`src/rtl/dpram_pkg.sv`:
```
// Shared types and constants for the dual-port RAM burst master.
package dpram_pkg;

   localparam int AW_DEF = 4;
   localparam int DW_DEF = 8;
   localparam int RFD    = 4;

   typedef enum logic [1:0] {IDLE, WR, RD, DRAIN} dpm_state_t;

endpackage

```
`src/rtl/dpram_rd_fifo.sv`:
```
// Small synchronous FIFO for returned read data; head is presented combinationally.
module dpram_rd_fifo #(
   parameter int DW    = 8,
   parameter int DEPTH = 4
) (
   input  logic                       clk,
   input  logic                       rst_n,
   input  logic                       i_push,
   input  logic [DW-1:0]              i_din,
   input  logic                       i_pop,
   output logic [DW-1:0]              o_dout,
   output logic [$clog2(DEPTH):0]     o_cnt,
   output logic                       o_empty
);
   localparam int PW = $clog2(DEPTH);
   localparam int CW = PW + 1;

   logic [DW-1:0] r_mem [DEPTH];
   logic [PW-1:0] r_wr_ptr;
   logic [PW-1:0] r_rd_ptr;
   logic [CW-1:0] r_cnt;
   logic          w_push;
   logic          w_pop;

   assign w_push = i_push && (r_cnt != CW'(DEPTH));
   assign w_pop  = i_pop && (r_cnt != '0);

   always_ff @(posedge clk) begin
      if (w_push) r_mem[r_wr_ptr] <= i_din;
   end

   always_ff @(posedge clk or negedge rst_n) begin
      if (!rst_n) begin
         r_wr_ptr <= '0;
         r_rd_ptr <= '0;
         r_cnt    <= '0;
      end else begin
         if (w_push) r_wr_ptr <= r_wr_ptr + 1'b1;
         if (w_pop)  r_rd_ptr <= r_rd_ptr + 1'b1;
         case ({w_push, w_pop})
            2'b10:   r_cnt <= r_cnt + 1'b1;
            2'b01:   r_cnt <= r_cnt - 1'b1;
            default: r_cnt <= r_cnt;
         endcase
      end
   end

   assign o_dout  = r_mem[r_rd_ptr];
   assign o_cnt   = r_cnt;
   assign o_empty = (r_cnt == '0);

endmodule

```
`src/rtl/dpram_burst_master.sv`:
```
// Burst initiator for one port of the 16x8 dual-port RAM (en=1 write, en=0 registered read).
// Optional macro DPRAM_COLLIDE_CHK_EN adds a sticky same-address collision flag against the peer port.
module dpram_burst_master
   import dpram_pkg::*;
#(
   parameter int AW = AW_DEF,
   parameter int DW = DW_DEF
) (
   input  logic          clk,
   input  logic          rst_n,
   input  logic          i_cmd_valid,
   output logic          o_cmd_ready,
   input  logic          i_cmd_wr,
   input  logic [AW-1:0] i_cmd_addr,
   input  logic [AW-1:0] i_cmd_len,
   input  logic          i_wdata_valid,
   output logic          o_wdata_ready,
   input  logic [DW-1:0] i_wdata,
   output logic          o_rdata_valid,
   input  logic          i_rdata_ready,
   output logic [DW-1:0] o_rdata,
   output logic          o_busy,
   output logic [AW-1:0] o_ram_add,
   output logic [DW-1:0] o_ram_datain,
   output logic          o_ram_en,
   input  logic [DW-1:0] i_ram_dout
`ifdef DPRAM_COLLIDE_CHK_EN
   ,
   input  logic [AW-1:0] i_peer_add,
   input  logic          i_peer_en,
   output logic          o_collide_err
`endif
);
   localparam int CW = $clog2(RFD) + 1;

   dpm_state_t    r_state;
   dpm_state_t    w_state_next;
   logic [AW-1:0] r_addr;
   logic [AW-1:0] r_count;
   logic          r_p0;
   logic          r_p1;
   logic          r_alive;
   logic          r_ram_en;
   logic [AW-1:0] r_ram_add;
   logic [DW-1:0] r_ram_datain;
   logic [1:0]    w_inflight;
   logic [CW-1:0] w_fifo_cnt;
   logic          w_fifo_empty;
   logic          w_room;
   logic          w_issue;
   logic          w_cmd_fire;
   logic          w_wr_beat;
   logic          w_last;

   // r_p0/r_p1 track a read from issue edge until the RAM data reaches the FIFO
   assign w_inflight = {1'b0, r_p0} + {1'b0, r_p1};
   assign w_room     = (w_fifo_cnt + CW'(w_inflight)) < CW'(RFD);
   assign w_last     = (r_count == '0);
   assign w_cmd_fire = i_cmd_valid && o_cmd_ready;
   assign w_wr_beat  = i_wdata_valid && o_wdata_ready;

   always_ff @(posedge clk or negedge rst_n) begin
      if (!rst_n) r_state <= IDLE;
      else        r_state <= w_state_next;
   end

   always_comb begin
      w_state_next = r_state;
      case (r_state)
         IDLE:    if (w_cmd_fire) w_state_next = i_cmd_wr ? WR : RD;
         WR:      if (w_wr_beat && w_last) w_state_next = IDLE;
         RD:      if (w_issue && w_last) w_state_next = DRAIN;
         DRAIN:   if (w_inflight == 2'd0) w_state_next = IDLE;
         default: w_state_next = IDLE;
      endcase
   end

   // r_alive keeps cmd_ready low while reset is asserted and for the first edge after it
   always_comb begin
      o_cmd_ready   = 1'b0;
      o_wdata_ready = 1'b0;
      w_issue       = 1'b0;
      o_busy        = (r_state != IDLE);
      case (r_state)
         IDLE:    o_cmd_ready   = r_alive;
         WR:      o_wdata_ready = 1'b1;
         RD:      w_issue       = w_room;
         default: ;
      endcase
   end

   always_ff @(posedge clk or negedge rst_n) begin
      if (!rst_n) begin
         r_addr       <= '0;
         r_count      <= '0;
         r_p0         <= 1'b0;
         r_p1         <= 1'b0;
         r_alive      <= 1'b0;
         r_ram_en     <= 1'b0;
         r_ram_add    <= '0;
         r_ram_datain <= '0;
      end else begin
         r_alive  <= 1'b1;
         r_p0     <= w_issue;
         r_p1     <= r_p0;
         r_ram_en <= w_wr_beat;
         if (w_cmd_fire) begin
            r_addr  <= i_cmd_addr;
            r_count <= i_cmd_len;
         end else if (w_wr_beat || w_issue) begin
            r_addr  <= r_addr + 1'b1;
            r_count <= r_count - 1'b1;
         end
         if (w_wr_beat) begin
            r_ram_add    <= r_addr;
            r_ram_datain <= i_wdata;
         end else if (w_issue) begin
            r_ram_add    <= r_addr;
         end
      end
   end

   assign o_ram_en     = r_ram_en;
   assign o_ram_add    = r_ram_add;
   assign o_ram_datain = r_ram_datain;

   dpram_rd_fifo #(
      .DW    (DW),
      .DEPTH (RFD)
   ) u_rd_fifo (
      .clk     (clk),
      .rst_n   (rst_n),
      .i_push  (r_p1),
      .i_din   (i_ram_dout),
      .i_pop   (i_rdata_ready),
      .o_dout  (o_rdata),
      .o_cnt   (w_fifo_cnt),
      .o_empty (w_fifo_empty)
   );

   assign o_rdata_valid = !w_fifo_empty;

`ifdef DPRAM_COLLIDE_CHK_EN
   logic r_collide;

   always_ff @(posedge clk or negedge rst_n) begin
      if (!rst_n) r_collide <= 1'b0;
      else if (r_ram_en && i_peer_en && (r_ram_add == i_peer_add)) r_collide <= 1'b1;
   end

   assign o_collide_err = r_collide;
`endif

endmodule

```
`config.mk`:
```
export PLATFORM = sky130hd
export DESIGN_NAME = dpram_burst_master
export DESIGN_NICKNAME = d
export VERILOG_FILES = /design/src/rtl/dpram_pkg.sv /design/src/rtl/dpram_rd_fifo.sv /design/src/rtl/dpram_burst_master.sv
export SDC_FILE = /design/constraint.sdc
export NUM_CORES = 1
export LEC_CHECK = 0
export CELL_PAD_IN_SITES_DETAIL_PLACEMENT = 1
export CELL_PAD_IN_SITES_GLOBAL_PLACEMENT = 1
export CORE_UTILIZATION = 35
export DETAILED_ROUTE_END_ITERATION = 16
export GPL_ROUTABILITY_DRIVEN = 0
export HOLD_SLACK_MARGIN = 0.03
export PLACE_DENSITY = 0.74
export SLEW_MARGIN = 20
export SYNTH_ARGS = -nofsm -noshare
export SYNTH_HDL_FRONTEND = slang
export SYNTH_HIERARCHICAL = 1
export SYNTH_SLANG_ARGS = --single-unit
export TNS_END_PERCENT = 10
```
`constraint.sdc`:
```
create_clock -name clk -period 2.2 [get_ports clk]
set_input_delay 0.33 -clock clk [delete_from_list [all_inputs] [get_ports clk]]
set_output_delay 0.33 -clock clk [all_outputs]
set_load 0.05 [all_outputs]
```
Word-level counts from Yosys, hierarchy flattened:

Memories as Yosys holds them, arrays and structs flattened.
Index checks and enable logic that the tools add are counted.

* bits in registers: 33
* RAM bits: 32
* input bits: 30
* output and inout port bits: 25
* word-level logic and storage cells: 68
* memories kept: 1

Memory list
* u_rd_fifo.r_mem: depth 4, width 8, rd ports 1, clocked after Yosys merged registers in 0, wr ports 1, line dpram_rd_fifo.sv:18 `logic [DW-1:0] r_mem [DEPTH];`

* $add $sub $neg: 8
* order comparisons: 1
* equality and inequality tests: 10
* multiplexer cells: 18
* reduce and logical (&&, ||, !) cells: 18

Operators by type and width (count)
* 2-to-1 mux 4 bit: 6
* 2-to-1 mux 2 bit: 5
* inequality test 2 bit, second input constant: 4
* case mux 2 bit (4 select lines): 1
* nonzero test 2 bit: 4
* == test 2 bit, second input constant: 3
* logical AND 1 bit: 6
* case mux 3 bit (2 select lines): 1
* 2-to-1 mux 1 bit: 5
* adder 2 x 1 -> 2 bit, second input constant: 2
* adder 4 x 1 -> 4 bit, second input constant: 1
* == test 2 x 1 -> 1 bit, second input constant: 2
* zero test 2 bit: 2
* zero test 4 bit: 1
* AND reduction 4 bit: 1
* subtractor 4 x 1 -> 4 bit, second input constant: 1
* adder 3 x 1 -> 3 bit, second input constant: 1
* adder 3 x 2 -> 3 bit: 1
* zero test 3 bit: 1
* < comparator 3 bit, second input constant: 1
* inequality test 3 bit, second input constant: 1
* nonzero test 3 bit: 1
* subtractor 3 x 1 -> 3 bit, second input constant: 1
* adder 1 x 1 -> 2 bit: 1
* other kinds (2): 2

Logic depth before layout (Yosys ltp):

Gate-level depths: netlist of the first run.

* depth in word-level cells: 7
* depth in mapped cells: 9
* depth with buffers taken out: 9

Modules after synthesis:

Netlist of the first run, hierarchy kept.

By module, submodules not included
* dpram_rd_fifo: times used 1, cells an instance 80, area each 1590.3 um^2, sequential area each 1136.1 um^2
* dpram_burst_master: times used 1, cells an instance 130, area each 1321.3 um^2, sequential area each 650.6 um^2

Worst setup path after synthesis of the first run:

OpenSTA, ideal clock, no wires.

* path type: register -> register
* start point: register r_p1
* end point: register r_addr[3]
* library setup time: 0.125 ns
* arrival: 1.996 ns
* data required time: 2.075 ns
* slack: 0.079 ns
* cell stages (with the launch flop): 8
* path buffers: 0
* period minus slack after synthesis: 2.121 ns
* cells stage by stage: dfrtp_1 ha_1 ha_1 or4b_4 mux2i_4 o211ai_2 xnor2_1 mux2_2

* cells in the longest elaborated chain, start to end: 6

RTL lines
* start, declared: line dpram_burst_master.sv:41 `logic r_p1;`
* start signal, assigned: line dpram_burst_master.sv:105 `r_p1 <= r_p0;`
* adder 1 x 1 -> 2 bit: line dpram_burst_master.sv:56 `assign w_inflight = {1'b0, r_p0} + {1'b0, r_p1};`
* adder 3 x 2 -> 3 bit: line dpram_burst_master.sv:57 `assign w_room = (w_fifo_cnt + CW'(w_inflight)) < CW'(RFD);`
* < comparator 3 bit: line dpram_burst_master.sv:57
* 2-to-1 mux 1 bit: line dpram_burst_master.sv:84 `case (r_state)`
* logical OR 1 bit: line dpram_burst_master.sv:110 `end else if (w_wr_beat || w_issue) begin`
* nonzero test 2 bit (no line)
* end signal, assigned: line dpram_burst_master.sv:108 `r_addr <= i_cmd_addr;`
* end signal, assigned: line dpram_burst_master.sv:111 `r_addr <= r_addr + 1'b1;`
* end, declared: line dpram_burst_master.sv:38 `logic [AW-1:0] r_addr;`

Every way passes these cells.
A chain may end at the register's enable or synchronous reset.

Final worst setup path of the first run:

* start point: register r_p0
* end point: register r_addr[3]

* cells in the longest elaborated chain, start to end: 6

RTL lines
* start, declared: line dpram_burst_master.sv:40 `logic r_p0;`
* start signal, assigned: line dpram_burst_master.sv:104 `r_p0 <= w_issue;`
* adder 1 x 1 -> 2 bit: line dpram_burst_master.sv:56
* adder 3 x 2 -> 3 bit: line dpram_burst_master.sv:57
* < comparator 3 bit: line dpram_burst_master.sv:57
* 2-to-1 mux 1 bit: line dpram_burst_master.sv:84
* logical OR 1 bit: line dpram_burst_master.sv:110
* nonzero test 2 bit (no line)

Every way passes these cells.

==> impl_metrics.toml, run 1 <==
[cts]
clk_path_buf_depth = 2
insertion_delay_ns = 0.33
cts_tree = "built"
htree_levels = 3
cts_buffers = 9
numClockSinks = 65
cts_hold_buffers = 0
root_buffer = "clkbuf_8"
clk_pin_slew_ns = 0.07

[synth]
syn_area_per_cell_um2 = 13.9
synthDistinctLibCells = 42
synth_xor_area_frac = 0.0391
synth_top_family_by_area = "multiplexers"
ys_ff_latch = 65
synth_compound_area_frac = 0.0503
yosysTopAreaCell = "edfxtp_1"
synth_fa_ha_area_frac = 0.0541
yosysSeqAreaShare = 0.614
netlist_area_um2 = 2910
synthesis.nets = 252
syn_inst = 210
synth-simple-area-share = 0.101
synth_top_area_share = 0.330
yosys_warnings = 6
synthTopCellsByArea = "edfxtp_1 33%, dfrtp_1 28%, mux4_2 6.2%, nand2_1 4.8%, ha_1 4.7%"
synthMuxAreaShare = 0.110

[global_routing]
grt_max_degree = 34
overflow = 0
grt_first_pass_wirelength_um = 9500
grt.total_usage = 0.145
antenna_found_initial = 0
grt_pass1_vias = 1966

[route]
routedWlPerCell_um = 15.0
dr.first_iter.drc_count = 54
drc_errors = 0
vias = 1824
first_pass_iters = 4
antenna_left = 0
via_per_inst = 4.71
drt-total-wl_um = 5800

[timing]
fin_skew_ns = 0.00446
setup-tns-final_ns = 0
fmax_ghz = 0.469
period_share = 0.969
final-max-slew-violation-count = 0
worst_pin_slew_ns = 0.520
holdWs_ns = 0.412
hold_violations = 0
fin_ws_ns = 0.0677
fin_crit_ns = 2.13
setup_viol = 0
slew_headroom = 0.653

[cells_and_area]
drive_gt1_frac = 0.221
antenna_cells = 0
ff_latch_area_um2 = 1790
nFillCells = 817
fin_area_um2 = 3800
multi_input_area_um2 = 1040
area_growth_pct = 30.5
layout.nets = 322
layout_common_cells = "42 x clkdlybuf4s50_1, 37 x nand2_1, 33 x dfrtp_1"
layout_commonest_cell = "clkdlybuf4s50_1"

[die]
initial_core_util = 0.369
core.rowCount = 32
ioPinCount = 55
die_w_um = 93.2
die_h_um = 93.2
die_area_um2 = 8690
core_um2 = 7890

[placed_design]
dp_slack_ns = -0.00977
portBuffers = 54
placedInstanceArea_um2 = 3580
hpwl_um = 4180

[worst_setup_path]
worst-path-max-fanout = 4
crit_required_ns = 2.41
arrival_ns = 2.34
crit_path_start_kind = "register"
ff2ff_setup_slack_ns = 0.07
path_class = "reg2reg"
worst_setup_path_end_kind = "register"

[power_and_ir_drop]
power.density_nw_per_um2 = 1270
peakVddDrop_mv = 0.614
p_total_mw = 4.84
leakage_nw = 1.51

[job]
drv_cap = 0

[hold_path]
hold_path_class = "in2async"

[outcome]
status = "complete, no violations"
[per-layer routing]
| layer | part of all wire | track usage |
|---|---|---|
| met5 | 0 | 0 |
| met4 | 0.0098 | 0.0538 |
| met3 | 0.044 | 0.0358 |
| met2 | 0.49 | 0.242 |
| met1 | 0.46 | 0.183 |
[area by class of cell]
class / count / area share
Sequential cell: 65 / 0.470
Multi-Input combinational cell: 126 / 0.273
Timing Repair Buffer: 65 / 0.159
Tap cell: 102 / 0.0336
Clock buffer: 9 / 0.0326
Clock inverter: 7 / 0.0188
Inverter: 13 / 0.0128
[cell families (layout without fill, tap and decap cells)]
group / after synthesis / after routing
DFF: 65 / 65
and+or+nand+nor: 62 / 62
AOI/OAI and AO/OA: 20 / 20
buffers and inverters: 19 / 94
muxes: 18 / 18
xor gates and xnor gates: 13 / 13
adders and majority gates: 12 / 12
other: 1 / 1
[final timing paths]
check                                start               endpoint  depth (start not counted)
max                                   r_p0              r_addr[3]                          7
min                                  rst_n        o_ram_datain[7]                          2
max reg2reg                           r_p0              r_addr[3]                          7
min reg2reg                o_ram_datain[6]        o_ram_datain[6]                          2
max in group asynchronous            rst_n  u_rd_fifo/r_rd_ptr[1]                          2
min in group clk           o_ram_datain[6]        o_ram_datain[6]                          2
[registers in the layout, indices dropped and copies added (netlist names)]
name / cells
r_p0: 1
u_rd_fifo/r_mem: 32
r_addr: 4
r_count: 4
o_ram_add: 4
r_alive: 1
r_p1: 1
u_rd_fifo/o_cnt: 3
o_ram_en: 1
o_ram_datain: 8
u_rd_fifo/r_wr_ptr: 2
r_state: 2
u_rd_fifo/r_rd_ptr: 2
[stage by stage]
| stage | instances | util |
|---|---|---|
| finish | 387 | 0.482 |
| global route | 387 | 0.482 |
| CTS | 385 | 0.479 |
| detailed placement | 369 | 0.454 |
| global placement | 369 | 0.454 |
| floorplan | 210 | - |
[synthesized netlist by cell type (all sizes together)]
library cell,number
mux2i,3
edfxtp,32
xor2,5
xnor2,8
inv,12
nor3,3
o31a,1
nor3b,2
nand3,1
o311a,1
a21boi,1
buf,4
or3,1
nor2,8
nand2,37
conb,1
o211ai,1
clkbuf,2
nand2b,1
o21ai,11
mux4,8
o21a,1
clkinv,1
nor2b,1
or4b,1
a21oi,3
dfrtp,33
or2,1
mux2,7
nand3b,2
fa,1
and2,4
a31oi,1
ha,11
[worst max-delay path, stage by stage (launching register included)]
cell      delay (ns)
dfrtp_1         0.38
ha_1            0.21
ha_2            0.18
or4b_4          0.52
mux2i_4         0.21
o211ai_2        0.11
xnor2_1         0.14
mux2_2          0.27
[power by group]
part	internal, mW	total [mW]	leakage [nW]	switching, mW
clock network	0.520	0.976	0.0912	0.456
logic	0.837	2.08	0.732	1.24
registers	1.52	1.78	0.689	0.266
[repair_timing]
| action | in CTS | in global routing |
|---|---|---|
| pin swaps | 1 | 0 |
| setup endpoints to repair | 4 | 3 |
| setup buffers | 0 | 2 |
| gates resized for setup | 3 | 2 |
No activity file was read; power rests on OpenSTA's default activity.
==> run 2: changes to the inputs <==
--- a/config.mk
+++ b/config.mk
@@ -5,13 +5,15 @@
 export SDC_FILE = /design/constraint.sdc
 export NUM_CORES = 1
 export LEC_CHECK = 0
+export ABC_AREA = 1
+export ABC_CLOCK_PERIOD_IN_PS = 2200
 export CELL_PAD_IN_SITES_DETAIL_PLACEMENT = 1
 export CELL_PAD_IN_SITES_GLOBAL_PLACEMENT = 1
 export CORE_UTILIZATION = 35
 export DETAILED_ROUTE_END_ITERATION = 16
 export GPL_ROUTABILITY_DRIVEN = 0
 export HOLD_SLACK_MARGIN = 0.03
-export PLACE_DENSITY = 0.74
+export PLACE_DENSITY = 0.76
 export SLEW_MARGIN = 20
 export SYNTH_ARGS = -nofsm -noshare
 export SYNTH_HDL_FRONTEND = slang
==> impl_metrics.toml, run 2 <==
[outcome]
status = "complete, no violations"

[cts]
cts_hold_buffers = 0
htree_levels = 3
post_cts_buffers = 0
insertion_delay_ns = 0.33
cts_resized = 0
cts_buffers = 9
clk_path_buf_depth = 2
numClockSinks = 65
clk_pin_slew_ns = 0.08
root_buffer = "clkbuf_8"
cts_tree = "built"

[route]
drt-total-wl_um = 6720
dr.first_iter.drc_count = 95
vias = 2376
via_per_inst = 4.70
first_pass_iters = 4
antenna_left = 0
drc_errors = 0
routedWlPerCell_um = 13.3

[power_and_ir_drop]
leakage_nw = 1.86
peakVddDrop_mv = 0.709
power.density_nw_per_um2 = 1510
p_total_mw = 6.00

[timing]
holdWs_ns = 0.400
rsz0062_at_grt = "false"
slew_headroom = 0.655
final-max-slew-violation-count = 0
fmax_ghz = 0.477
period_share = 0.953
setup_viol = 0
setup-tns-final_ns = 0
fin_skew_ns = 0.0106
fin_crit_ns = 2.10
hold_violations = 0
worst_pin_slew_ns = 0.516

[cells_and_area]
area_growth_pct = 26.0
largest_reg_flops = 32
layout_common_cells = "115 x nand2_1, 43 x clkdlybuf4s50_1, 42 x inv_1"
fin_area_um2 = 3970
layout_commonest_cell = "nand2_1"
antenna_cells = 0
layout.nets = 435
drive_gt1_frac = 0.126
top_register = "u_rd_fifo/r_mem"

[hold_path]
hold_path_class = "in2async"

[global_routing]
grt.total_usage = 0.157
antenna_found_initial = 0
overflow = 0
grt_pass1_vias = 2513
grt_max_degree = 34
grt_first_pass_wirelength_um = 11800

[worst_setup_path]
path_class = "reg2out"
crit_required_ns = 1.87
crit_path_start_kind = "register"
worst-path-max-fanout = 6
worst_setup_path_end_kind = "output pin"
arrival_ns = 1.77

[placed_design]
portBuffers = 54
hpwl_um = 4860
placedInstanceArea_um2 = 3760

[synth]
synth_commonest_cells = "115 x nand2_1, 42 x inv_1, 33 x dfrtp_1"
yosysSeqAreaShare = 0.567
syn_inst = 330
synthesis.nets = 372
synthTopCellsByArea = "edfxtp_1 30%, dfrtp_1 26%, nand2_1 14%, inv_1 5.0%, ha_1 4.4%"
synthDistinctLibCells = 29
synth_top_area_share = 0.305
syn_area_per_cell_um2 = 9.55
synth_ff_type = "dfrtp_1"
yosysTopAreaCell = "edfxtp_1"
synth_edf_count = 32
netlist_area_um2 = 3150
synth.most_common_cell = "nand2_1"
ys_ff_latch = 65
synth-async-reset-ratio = 0.508
yosys_warnings = 6

[die]
core.rowCount = 34
ioPinCount = 55
core_um2 = 8720
die_w_um = 96.9
die_h_um = 96.9
die_area_um2 = 9390
initial_core_util = 0.362

[job]
drv_cap = 0
run 2: cell types whose count changed in the layout (fill, tap and decap cells not counted), moves of 8 or more:
cell,before,now
o211ai_1,0,16
nand2_1,37,115
inv_1,12,42
mux4_2,8,0
nand4_1,0,11
nand3_1,1,19
run 2: final cells by class:
| cell class | instances | area (um^2) |
|---|---|---|
| fill | 1025 | 4750 |
| tap | 108 | 135 |
| inverter | 50 | 188 |
| sequential | 65 | 1790 |
| multi-input combinational | 206 | 1090 |
| clock buffer | 11 | 131 |
| clock inverter | 5 | 81.3 |
| timing repair buffer | 61 | 566 |
run 2: worst paths after layout:
kind                       depth (start not counted)               start                 end  slack [ns]
max in group asynchronous                          2               rst_n          r_state[0]        1.47
hold / removal                                     2               rst_n     o_ram_datain[6]        0.40
setup reg to reg                                  10  u_rd_fifo/o_cnt[1]  u_rd_fifo/o_cnt[2]        0.27
setup / recovery                                   3          r_state[1]              o_busy        0.10
min in group clk                                   0                r_p0                r_p1        0.41
hold reg to reg                                    0                r_p0                r_p1        0.41
run 2: cells by family (layout without fill, tap and decap cells):
group | after synthesis | count (layout) | synth area share
XOR/XNOR | 1 | 1 | 0.00278
flip-flops | 65 | 65 | 0.567
AND/OR/NAND/NOR | 165 | 165 | 0.233
buffers and inverters | 59 | 127 | 0.0889
AO/OA/AOI/OAI | 27 | 27 | 0.0575
other | 1 | 1 | 0.00119
adder cells (fa/ha/maj) | 12 | 12 | 0.0500
run 2: critical path: stages (launching register included):
cell	delay [ns]
dfrtp_1	0.49
nor2_4	0.08
inv_2	0.07
clkdlybuf4s50_1	0.80
run 2: per-layer routing:
metal	up-vias	global-route usage	routed length (um)
met1	1132	0.188	3000
li1	1191	-	-
met4	0	0.0344	44
met3	6	0.0470	236
met2	47	0.278	3430
met5	-	0	0
run 2: power breakdown:
part / internal [mW] / leakage, nW / total, mW / switching, mW
Combinational: 0.991 / 1.06 / 3.00 / 2.01
Sequential: 1.61 / 0.703 / 1.90 / 0.284
Clock: 0.639 / 0.104 / 1.10 / 0.460
run 2: through the flow:
stage | setup slack, ns | utilization | instances
finish | 0.103 | 0.456 | 506
global route | 0.0129 | 0.456 | 506
CTS | 0.0663 | 0.456 | 506
detailed placement | 0.173 | 0.431 | 490
global placement | 0.273 | 0.431 | 490
floorplan | 0.451 | - | 330
